**config.mk**
```make
export PLATFORM = sky130hd
export DESIGN_NAME = baw_main
export DESIGN_NICKNAME = d
export VERILOG_FILES = /design/src/rtl/baw_main.sv
export SDC_FILE = /design/constraint.sdc
export NUM_CORES = 1
export LEC_CHECK = 0
export ABC_CLOCK_PERIOD_IN_PS = 5500
export CORE_MARGIN = 2
export CORE_UTILIZATION = 51
export DETAILED_ROUTE_END_ITERATION = 16
export GPL_TIMING_DRIVEN = 0
export PLACE_DENSITY = 0.82
export REMOVE_ABC_BUFFERS = 1
export SYNTH_ARGS = -nofsm -noshare
export SYNTH_HDL_FRONTEND = slang
export SYNTH_SLANG_ARGS = --single-unit
```
**constraint.sdc**
```tcl
create_clock -name clk -period 5.5 [get_ports clk]
set_input_delay 0.825 -clock clk [delete_from_list [all_inputs] [get_ports clk]]
set_output_delay 0.825 -clock clk [all_outputs]
set_load 0.05 [all_outputs]
```
**src/rtl/baw_main.sv**
```systemverilog
// baw_main: Black-and-White card game controller.
// Edge-detects the five buttons, runs the round/turn/match FSM, keeps the
// round/win/lose scores and drives the scanned 4-digit display and status LEDs.
module baw_main #(
   parameter int unsigned REFRESH_BITS = 17,
   parameter int unsigned WIN_TARGET   = 5,
   parameter int unsigned MAX_ROUND    = 9
) (
   input  logic        clk,
   input  logic        resetn,
   input  logic        btnCenter,
   input  logic        btnTop,
   input  logic        btnBottom,
   input  logic        btnLeft,
   input  logic        btnRight,
   input  logic [15:0] sw,
   output logic [0:3]  ssSel,
   output logic [7:0]  ssDisp,
   output logic [15:0] led
);

   typedef enum logic [2:0] {
      S_INIT,
      S_RASP,
      S_BAWP,
      S_P1_TURN,
      S_P2_TURN,
      S_MATCH,
      S_GAME
   } state_t;

   // Display symbol codes: 0..15 are hex digits, then blank and dash
   localparam logic [4:0] SYM_BLANK = 5'd16;
   localparam logic [4:0] SYM_DASH  = 5'd17;
   localparam logic [3:0] WIN_LIM   = WIN_TARGET[3:0];
   localparam logic [3:0] ROUND_LIM = MAX_ROUND[3:0];

   // Button vector bit positions, highest priority first
   localparam int unsigned B_C = 4;
   localparam int unsigned B_T = 3;
   localparam int unsigned B_L = 2;
   localparam int unsigned B_R = 1;
   localparam int unsigned B_B = 0;

   state_t                  state_q, state_d;
   logic [4:0]              btn_q, btn_d;
   logic [3:0]              p1_hand_q, p1_hand_d, p2_hand_q, p2_hand_d;
   logic [8:0]              p1_used_q, p1_used_d, p2_used_q, p2_used_d;
   logic                    p1_lock_q, p1_lock_d, p2_lock_q, p2_lock_d;
   logic                    upd_q, upd_d;
   logic [1:0]              match_q, match_d;
   logic [3:0]              round_q, round_d, win_q, win_d, lose_q, lose_d;
   logic [REFRESH_BITS-1:0] refresh_q, refresh_d;

   logic [4:0] press, pick;
   logic       sel_onehot;
   logic [3:0] sel_card;
   logic [1:0] cmp;
   logic       fin;
   logic       sw_unused;
   logic [1:0] dig_sel;
   logic [4:0] d0, d1, d2, d3, sym;

   assign sw_unused = ^sw[6:0];

   function automatic logic [3:0] sat_inc(input logic [3:0] v);
      return (v == 4'hF) ? v : v + 4'd1;
   endfunction

   function automatic logic [7:0] seg_of(input logic [4:0] s);
      logic [7:0] r;
      case (s)
         5'd0:    r = 8'hC0;
         5'd1:    r = 8'hF9;
         5'd2:    r = 8'hA4;
         5'd3:    r = 8'hB0;
         5'd4:    r = 8'h99;
         5'd5:    r = 8'h92;
         5'd6:    r = 8'h82;
         5'd7:    r = 8'hF8;
         5'd8:    r = 8'h80;
         5'd9:    r = 8'h90;
         5'd10:   r = 8'h88;
         5'd11:   r = 8'h83;
         5'd12:   r = 8'hC6;
         5'd13:   r = 8'hA1;
         5'd14:   r = 8'h86;
         5'd15:   r = 8'h8E;
         SYM_DASH: r = 8'hBF;
         default: r = 8'hFF;
      endcase
      return r;
   endfunction

   // Press pulses, reduced to the single highest-priority press this cycle
   always_comb begin
      btn_d = {btnCenter, btnTop, btnLeft, btnRight, btnBottom};
      press = btn_d & ~btn_q;
      pick  = '0;
      if      (press[B_C]) pick[B_C] = 1'b1;
      else if (press[B_T]) pick[B_T] = 1'b1;
      else if (press[B_L]) pick[B_L] = 1'b1;
      else if (press[B_R]) pick[B_R] = 1'b1;
      else if (press[B_B]) pick[B_B] = 1'b1;
   end

   // Card select decode from the one-hot switch field
   always_comb begin
      sel_onehot = $onehot(sw[15:7]);
      sel_card   = '0;
      for (int unsigned k = 0; k < 9; k++) begin
         if (sw[7+k]) sel_card = k[3:0];
      end
   end

   // Round comparator and end-of-game condition
   always_comb begin
      if (p1_hand_q > p2_hand_q)      cmp = 2'b01;
      else if (p2_hand_q > p1_hand_q) cmp = 2'b10;
      else                            cmp = 2'b00;
   end

   assign fin = (win_q >= WIN_LIM) | (lose_q >= WIN_LIM) | (round_q >= ROUND_LIM);

   // Game FSM, hands, locks and score next-state
   always_comb begin
      state_d   = state_q;
      p1_hand_d = p1_hand_q;
      p2_hand_d = p2_hand_q;
      p1_used_d = p1_used_q;
      p2_used_d = p2_used_q;
      p1_lock_d = p1_lock_q;
      p2_lock_d = p2_lock_q;
      upd_d     = 1'b0;
      match_d   = match_q;
      round_d   = round_q;
      win_d     = win_q;
      lose_d    = lose_q;
      refresh_d = refresh_q + 1'b1;
      case (state_q)
         S_INIT: begin
            if (pick[B_C]) state_d = S_RASP;
         end
         S_RASP: begin
            if (pick[B_T]) begin
               state_d   = S_BAWP;
               p1_lock_d = 1'b0;
               p2_lock_d = 1'b0;
            end
         end
         S_BAWP: begin
            if (pick[B_C]) begin
               if (p1_lock_q && p2_lock_q) begin
                  state_d = S_MATCH;
                  match_d = cmp;
                  upd_d   = 1'b1;
               end
            end else if (pick[B_L]) begin
               if (!p1_lock_q) state_d = S_P1_TURN;
            end else if (pick[B_R]) begin
               if (!p2_lock_q) state_d = S_P2_TURN;
            end
         end
         S_P1_TURN: begin
            if (pick[B_T] && sel_onehot && |(sw[15:7] & ~p1_used_q)) begin
               p1_hand_d = sel_card;
               p1_used_d = p1_used_q | sw[15:7];
               p1_lock_d = 1'b1;
               state_d   = S_BAWP;
            end
         end
         S_P2_TURN: begin
            if (pick[B_T] && sel_onehot && |(sw[15:7] & ~p2_used_q)) begin
               p2_hand_d = sel_card;
               p2_used_d = p2_used_q | sw[15:7];
               p2_lock_d = 1'b1;
               state_d   = S_BAWP;
            end
         end
         S_MATCH: begin
            // fin is stale during the score-update cycle, so leaving waits one cycle
            if (upd_q) begin
               round_d = sat_inc(round_q);
               if (match_q == 2'b01) win_d  = sat_inc(win_q);
               if (match_q == 2'b10) lose_d = sat_inc(lose_q);
            end else if (pick[B_L]) begin
               state_d = fin ? S_GAME : S_RASP;
            end
         end
         S_GAME: begin
            if (pick[B_B]) begin
               state_d   = S_INIT;
               round_d   = '0;
               win_d     = '0;
               lose_d    = '0;
               p1_hand_d = '0;
               p2_hand_d = '0;
               p1_used_d = '0;
               p2_used_d = '0;
               p1_lock_d = 1'b0;
               p2_lock_d = 1'b0;
               match_d   = '0;
            end
         end
         default: state_d = S_INIT;
      endcase
   end

   // All state registers
   always_ff @(posedge clk or negedge resetn) begin
      if (!resetn) begin
         state_q   <= S_INIT;
         btn_q     <= '0;
         p1_hand_q <= '0;
         p2_hand_q <= '0;
         p1_used_q <= '0;
         p2_used_q <= '0;
         p1_lock_q <= 1'b0;
         p2_lock_q <= 1'b0;
         upd_q     <= 1'b0;
         match_q   <= '0;
         round_q   <= '0;
         win_q     <= '0;
         lose_q    <= '0;
         refresh_q <= '0;
      end else begin
         state_q   <= state_d;
         btn_q     <= btn_d;
         p1_hand_q <= p1_hand_d;
         p2_hand_q <= p2_hand_d;
         p1_used_q <= p1_used_d;
         p2_used_q <= p2_used_d;
         p1_lock_q <= p1_lock_d;
         p2_lock_q <= p2_lock_d;
         upd_q     <= upd_d;
         match_q   <= match_d;
         round_q   <= round_d;
         win_q     <= win_d;
         lose_q    <= lose_d;
         refresh_q <= refresh_d;
      end
   end

   // Per-state digit contents and scanned segment/enable outputs
   always_comb begin
      d0 = SYM_BLANK;
      d1 = SYM_BLANK;
      d2 = SYM_BLANK;
      d3 = SYM_BLANK;
      case (state_q)
         S_INIT: begin
            d0 = SYM_DASH;
            d1 = SYM_DASH;
            d2 = SYM_DASH;
            d3 = SYM_DASH;
         end
         S_RASP, S_BAWP: begin
            d0 = {1'b0, round_q};
            d2 = {1'b0, win_q};
            d3 = {1'b0, lose_q};
         end
         S_P1_TURN, S_P2_TURN: begin
            d0 = (state_q == S_P1_TURN) ? 5'd1 : 5'd2;
            d3 = sel_onehot ? {1'b0, sel_card} : SYM_DASH;
         end
         S_MATCH: begin
            case (match_q)
               2'b01:   d0 = 5'd1;
               2'b10:   d0 = 5'd2;
               default: d0 = 5'd0;
            endcase
         end
         S_GAME: begin
            if (win_q > lose_q)      d0 = 5'd1;
            else if (lose_q > win_q) d0 = 5'd2;
            else                     d0 = 5'd0;
            d2 = {1'b0, win_q};
            d3 = {1'b0, lose_q};
         end
         default: d0 = SYM_BLANK;
      endcase
      dig_sel = refresh_q[REFRESH_BITS-1 -: 2];
      case (dig_sel)
         2'd0:    sym = d0;
         2'd1:    sym = d1;
         2'd2:    sym = d2;
         default: sym = d3;
      endcase
      ssSel          = '1;
      ssSel[dig_sel] = 1'b0;
      ssDisp         = seg_of(sym);
   end

   // Status LEDs: unused cards of the active player, card colours, fin
   always_comb begin
      led = '0;
      if (state_q == S_P1_TURN)      led[15:7] = ~p1_used_q;
      else if (state_q == S_P2_TURN) led[15:7] = ~p2_used_q;
      led[2] = p2_lock_q & p2_hand_q[0];
      led[1] = p1_lock_q & p1_hand_q[0];
      led[0] = fin;
   end

endmodule

```
==> metrics.log <==
INFO  metric outcome = finished with violations
INFO  metric globalRouteOverflowTotal = 0
INFO  metric clock_sinks = 68
INFO  metric core_region_area = 8220 µm²
INFO  metric worst_r2r_endpoint = p2_hand_q[2]
INFO  metric grtUsageTotal = around 26%
INFO  metric criticalPathCategory = in2out
INFO  metric max-vdd-ir-drop = 392 µV
INFO  metric synth-seq-cells = 68
INFO  metric area_of_the_mapped_netlist = 4300 µm²
INFO  metric clockPowerShare = 16.9%
INFO  metric chipWidth = between 90 and 100 µm
INFO  metric internal-power = 1.66 mW
INFO  metric hp-class = reg2reg
INFO  metric timing_hold_violations_final = 0
INFO  metric fmax = 0.164 GHz
INFO  metric power_frac_comb = 59.7%
INFO  metric synth-main-ff-cell = dfrtp_1
INFO  metric initialDrtViolationCount = ~350
INFO  metric vias_in_the_first_global_route = between 3000 and 4000
INFO  metric r2r_setup_slk = 2.59 ns
INFO  metric post_route_cells_drive_above_1_share = 17.0%
INFO  metric fin_crit_sh = 111%
INFO  metric placement_rows = 33
INFO  metric cts_buffer_depth = 2
INFO  metric power_frac_seq = about a quarter
INFO  metric maxCapViolCount = 0
INFO  metric most_frequently_used_cell_type_in_the_post_synthesis_netlist = dfrtp_1
INFO  metric violations = setup timing
INFO  metric wire_per_inst = 17.8 µm
INFO  metric detail_route.vias_per_cell = 6.09
INFO  metric tightestPinTransition = roughly 1.2 ns
INFO  metric power.switching_fraction = 46.2%
INFO  metric drtPass1Iterations = 4
INFO  metric maximum_number_of_pins_on_one_net_before_global_route_repair = 69
INFO  metric synth_top_area_share = about two fifths
INFO  metric place.port_buffers = 38
INFO  metric tritoncts.num_buffers = 9
INFO  metric worst-endpoint-required = 4.68 ns
INFO  metric timing.rr.start = state_q[2]
INFO  metric worst_hold_path.endpoint = refresh_q[0]
INFO  metric utilization = 64.7%
INFO  metric multi_input_area = 2530 µm²
INFO  metric fin_nets = 562
INFO  metric post-route-worst-setup-slack = -0.588 ns
INFO  metric number_of_enable_type_register_cells_in_the_synthesized_netlist = 0
INFO  metric design.die.area = between 9000 and 10000 µm²
INFO  metric total_vias_in_the_final_route = roughly 3800
INFO  metric setup_total_negative_slack = -3.46 ns
INFO  metric number_of_antenna_repair_diodes = 0
INFO  metric total_count_of_max_transition_violations_in_the_final_report = 0
INFO  metric cts_root_buf = clkbuf_8
INFO  metric routed_wl = 11000 µm
INFO  metric clk_pin_slew_worst_paths = ~0.070 ns
INFO  metric skew = 0.0165 ns
INFO  metric netlist.top_cell.by_area = dfrtp_1
INFO  metric synth-seq-area-share = 39.5%
INFO  metric shortest_period_the_worst_path_allows = between 6 and 7 ns
INFO  metric fin_total_pwr = between 3 and 4 mW
INFO  metric leakagePower = 2.39 nW
INFO  metric worst_slew_margin_rel = between 15 and 20%
INFO  metric worstSetupStartpointType = input port
INFO  metric cts_htree_levels = 3
INFO  metric post_cts_hold_buffer_count = 0
INFO  metric rsz0062_at_grt = true
INFO  metric ioPinCount = 51
INFO  metric hold_depth = 1
INFO  metric synth_top_area_cells = dfrtp_1 40%, ha_1 7.6%, inv_1 3.5%, nor2_1 3.3%, a22o_1 3.1%
INFO  metric synthToLayoutAreaGrowth = 23.6%
INFO  metric filler_cell_count = roughly 640
INFO  metric synth_warnings = 0
INFO  metric initial_core_util = 52.4%
INFO  metric post_synth_most_frequent_cells = 68 x dfrtp_1, 40 x inv_1, 38 x nor2_1
INFO  metric reg2reg_depth = 4
INFO  metric power.net_switching = 1.42 mW
INFO  metric power_density = 579 nW/µm²
INFO  metric cts_tree = built
INFO  metric synthesis.area_per_instance = just over 9 µm²
INFO  metric setup_viol = 7
INFO  metric gpl.final_weighted_congestion = 0.957
INFO  metric initial_antenna_violation_count = 0
INFO  metric async_flop_share = 100%
INFO  metric syn_inst = 461
INFO  metric worstSkewPairLatency = 0.35 ns
INFO  metric critPathCaptureType = primary output
INFO  metric dp_hpwl = 7360 µm
INFO  metric worstPathArrival = 5.26 ns
INFO  metric ff_latch_area = 1700 µm²
INFO  metric grt_pass1_wl = between 15000 and 20000 µm
INFO  metric path_max_fanout = 4
INFO  metric synth.lib_cells_used.distinct = a little under 70
INFO  metric hp-start = refresh_q[0]
INFO  metric die_h = about 96 µm
INFO  metric drtAntennaViolNets = 0
INFO  metric number_of_drc_violations_after_detailed_routing = 0
==> registers in the layout (all words and copies together), names as in the netlist, 4 cells and up <==
register   count
btn_q          5
p1_used_q      9
lose_q         4
win_q          4
p1_hand_q      4
refresh_q     17
round_q        4
p2_used_q      9
p2_hand_q      4
==> cell usage in the layout (no fill, tap or decap), types with 3 or more instances in the layout <==
cell type and count:
buf_6 9, bufinv_16 3, inv_4 4, clkbuf_8 11, a21oi_1 23, buf_4 18
buf_8 3, o22ai_1 16, ha_4 4, o21ai_0 16, o31ai_1 4, nand2b_1 10
dfrtp_1 68, inv_1 33, nor2_1 36, nor2b_1 7, mux2_2 5, a22o_1 15
a31oi_1 3, nand2_1 28, xnor2_1 15, a211oi_1 3, and3_1 7, conb_1 5
o21ai_1 4, a21o_1 4, clkdlybuf4s50_1 25, nand4_1 8, and2_1 3, ha_1 20
o211ai_1 5, fa_1 4, xor2_1 7, inv_2 3, nand3_1 12
==> power groups by stage <==
stage	sequential (mW)	combinational (mW)	clock, mW
2_1_floorplan	0.685	1.12	0
3_3_place_gp	0.719	1.47	0
3_5_place_dp	0.723	1.52	0
4_1_cts	0.716	1.75	0.528
5_1_grt	0.733	1.97	0.549
6_report	0.723	1.84	0.520
==> layer usage <==
metal,track usage [%],wire length [µm]
met1,33.5,4750
met2,41.8,5320
met3,3.99,574
met4,14.5,337
met5,0,0
==> worst max-delay path, stage by stage <==
cell	delay, ns
buf_8	0.08
inv_4	0.03
fa_1	0.54
fa_1	0.43
fa_1	0.50
inv_2	0.04
fa_2	0.37
inv_2	0.07
fa_1	0.40
and4b_1	0.22
a21o_1	0.19
a31oi_4	0.19
a2111oi_4	0.06
or2_4	0.31
ha_2	0.18
nand2b_1	0.07
a21oi_1	0.07
or4_4	0.50
buf_8	0.17
==> through the flow <==
step	area [µm²]	setup slack (ns)	hold slack [ns]	std cells
4_1_cts	5250	-0.654	0.444	614
3_5_place_dp	4710	-1.94	0.434	584
5_1_grt	5320	-0.736	0.488	618
2_1_floorplan	4190	-0.737	0.415	440
3_3_place_gp	4700	-1.84	0.428	583
6_report	5320	-0.588	0.442	618
==> final cells by class <==
class                   instances  share of cell area (%)
inverters                      40                    3.01
multi-input cells             332                    47.6
flip-flops and latches         68                    32.0
repair buffers                 57                    10.3
clock buffers                  12                    2.92
well taps                     105                    2.47
clock inverters                 4                    1.79
==> worst max path at each step <==
stage / end / slack [ns] / startpoint / cells past startpoint
CTS: ssDisp[0] / -0.65 / sw[8] / 19
floorplan: ssDisp[2] / -0.74 / sw[7] / 16
global placement: ssDisp[0] / -1.84 / sw[10] / 17
global route: ssDisp[0] / -0.74 / sw[8] / 19
finish: ssDisp[0] / -0.59 / sw[8] / 19
detailed placement: ssDisp[0] / -1.94 / sw[10] / 17
==> logic make-up (layout without fill, tap and decap cells) <==
kind of cell | Yosys count | after routing | share of synthesized area (%)
AND/OR/NAND/NOR | 138 | 138 | 16.5
AO/OA/AOI/OAI | 127 | 127 | 20.7
flip-flops | 68 | 68 | 39.5
buffers and inverters | 64 | 113 | 6.46
adder cells (fa/ha/maj) | 32 | 32 | 10.1
XOR/XNOR | 22 | 22 | 4.48
multiplexers | 8 | 8 | 2.06
other | 2 | 5 | 0.175
==> timing repair <==
action / in CTS / in global routing
endpoints found under the setup margin: 15 / 15
pin swaps: 20 / 8
setup buffers: 14 / 4
gates resized for setup: 107 / 12
(Power assumes the default switching activity.)
==> RTL edit: new RTL, same flow settings <==
`REFRESH_BITS`: 17 -> 19.
--- a/src/rtl/baw_main.sv
+++ b/src/rtl/baw_main.sv
@@ -4,3 +4,3 @@
 module baw_main #(
-   parameter int unsigned REFRESH_BITS = 17,
+   parameter int unsigned REFRESH_BITS = 19,
    parameter int unsigned WIN_TARGET   = 5,
Formal check against the unedited RTL: same outputs for any inputs over 10 cycles, from zero or initial values and one cycle with resetn low; that may be too few to reach the edited logic, so the function may still have changed.
==> RTL edit against the unedited design <==
The flow still finishes with violations (setup timing); sequential cell count rose by 2; area after synthesis rose by 7.0%; final area rose by 1.8%; power fell by 4.5%; critical path depth did not move; wire length fell by 2.0%; worst setup slack improved by 210 ps; sequential share of layout area rose by 0.35 points; critical endpoint is now ssDisp[3]; largest power group unchanged.
==> RTL edit: results (changes against the unedited design) <==
| Metric | Value |
|---|---|
| Metal-1 WL | `4550 µm (-4.2%)` |
| Met2 global-route usage | `37.5% (-4.3 points)` |
| H-tree Lvls | `3 (unchanged)` |
| Routed met3 length | `646 µm (+13%)` |
| GR Util met1 | `28.6% (-4.9 points)` |
| R2R setup slack | `2400 ps (-190 ps)` |
| Total power | `0.00294 W (-4.5%)` |
| RePlAce Congestion | `0.915 (-4.4%)` |
| Maximum VDD drop | `0.345 mV (-12%)` |
| Hold_ws | `471 ps (+28.9 ps)` |
| XOR/XNOR Fraction of Synth Area | `4.57% (+0.088 points)` |
| TNS Setup | `-2170 ps (+1290 ps)` |
| PD cells | `543 mW/mm² (-6.3%)` |
| GRT Overall Usage | `22.6% (-3.4 points)` |
| Reg-to-Reg End | `p2_hand_q[1]$_DFFE_PN0P_` |
| DP Area | `0.00497 mm² (+5.4%)` |
| Initial antenna violation count | `0 (unchanged)` |
| Fillers | `704 (+9.5%)` |
| Leak | `2.42 nW (+1.3%)` |
| Placed Instances | `623 (+6.7%)` |
| Critical Path AT | `5050 ps (-210 ps)` |
| Share of the yosys chip area belonging to registers | `38.1% (-1.5 points)` |
| DR WL met2 | `5380 µm (+1.1%)` |
| CP Max Fanout | `7 (+3)` |
| Setup ws final | `-378 ps (+210 ps)` |
| P_int | `0.00155 W (-6.2%)` |
| Post-synthesis mux area share | `3.67% (+1.6 points)` |
| Setup Fix Bufs, Post-CTS | `13 (-1)` |
| Largest net degree at the start of global routing | `71 (+2.9%)` |
| Failing checks | `setup timing` |
| FF-to-FF Start | `state_q[1]$_DFFE_PN0P_` |
| Vias | `3843 (+2.1%)` |
| Synth Area in Adders | `9.46% (-0.66 points)` |
| Outcome | `complete, but fails checks` |
| Largest registers | `refresh_q (19), p1_used_q (9), p2_used_q (9)` |
| HPWL after DPL | `7360 µm (about the same)` |
| DR WL/cell | `16.4 µm (-7.5%)` |
| Worst setup path end | `ssDisp[3]` |
| GR Layer Usage met3 | `5.74% (+1.8 points)` |
| Launch point of the worst hold path | `refresh_q[4]$_DFF_PN0_` |
| DRT iter0 DRCs | `223 (-35%)` |
| Synth area leaders | `dfrtp_1 38%, ha_1 7.1%, nor2_1 3.5%` |
| Fraction of layout cells with a size suffix above 1 | `17.7% (+0.77 points)` |
| Mapped Avg Cell Area | `9.22 µm² (-1.2%)` |
| Clock group | `0.000410 W (-21%)` |
| Global-route wire length before repair | `18000 µm (-2.1%)` |
| Hold EP | `refresh_q[4]$_DFF_PN0_` |
| Non-Filler Instances | `655 (+6.0%)` |
| Logic power comb | `0.00172 W (-7%)` |
| Fin Clk Skew | `12.7 ps (-3.82 ps)` |
| Vias in the first global route | `3853 (+1.3%)` |
| Synth Area in Compound Gates | `16.2% (-4.5 points)` |
| CP startpoint | `sw[7]` |
| R2R depth | `5 (+1)` |
| Final setup fails | `7 (unchanged)` |
| Nets | `596 (+6.0%)` |
| Worst slack at placement | `-1960 ps (-16.2 ps)` |
| Distinct cells, synth | `79 (+16%)` |
| Post-cts sizing count | `93 (-13%)` |
-- RTL edit: changes by cell type after synthesis, moves of 4 or more --
cell,unedited run,this run
a21oi_1,24,28
a22o_1,15,1
and2_1,3,7
clkbuf_1,13,9
mux2i_1,1,6
nand2_1,29,39
nand3_1,13,17
nor2_1,38,43
o211ai_1,5,1
o21ai_0,16,22
-- RTL edit: area by class of cell --
type | count | share of cell area [%]
flip-flops and latches | 70 | 32.3
clock inverters | 5 | 1.09
multi-input cells | 362 | 49.0
clock buffers | 11 | 2.43
well taps | 108 | 2.50
repair buffers | 54 | 9.38
inverters | 45 | 3.30
-- RTL edit: worst max-delay path: stages --
cell and delay (ps):
buf_8 80, inv_4 30, fa_1 550, fa_1 430, fa_1 520, inv_2 40, fa_2 340, inv_2 60
fa_1 420, and4b_1 190, a41o_2 260, nor2_4 90, a211oi_2 50, or2_4 340, ha_4 310, nor2_4 30
a211oi_2 210, o21ai_2 90, buf_6 170
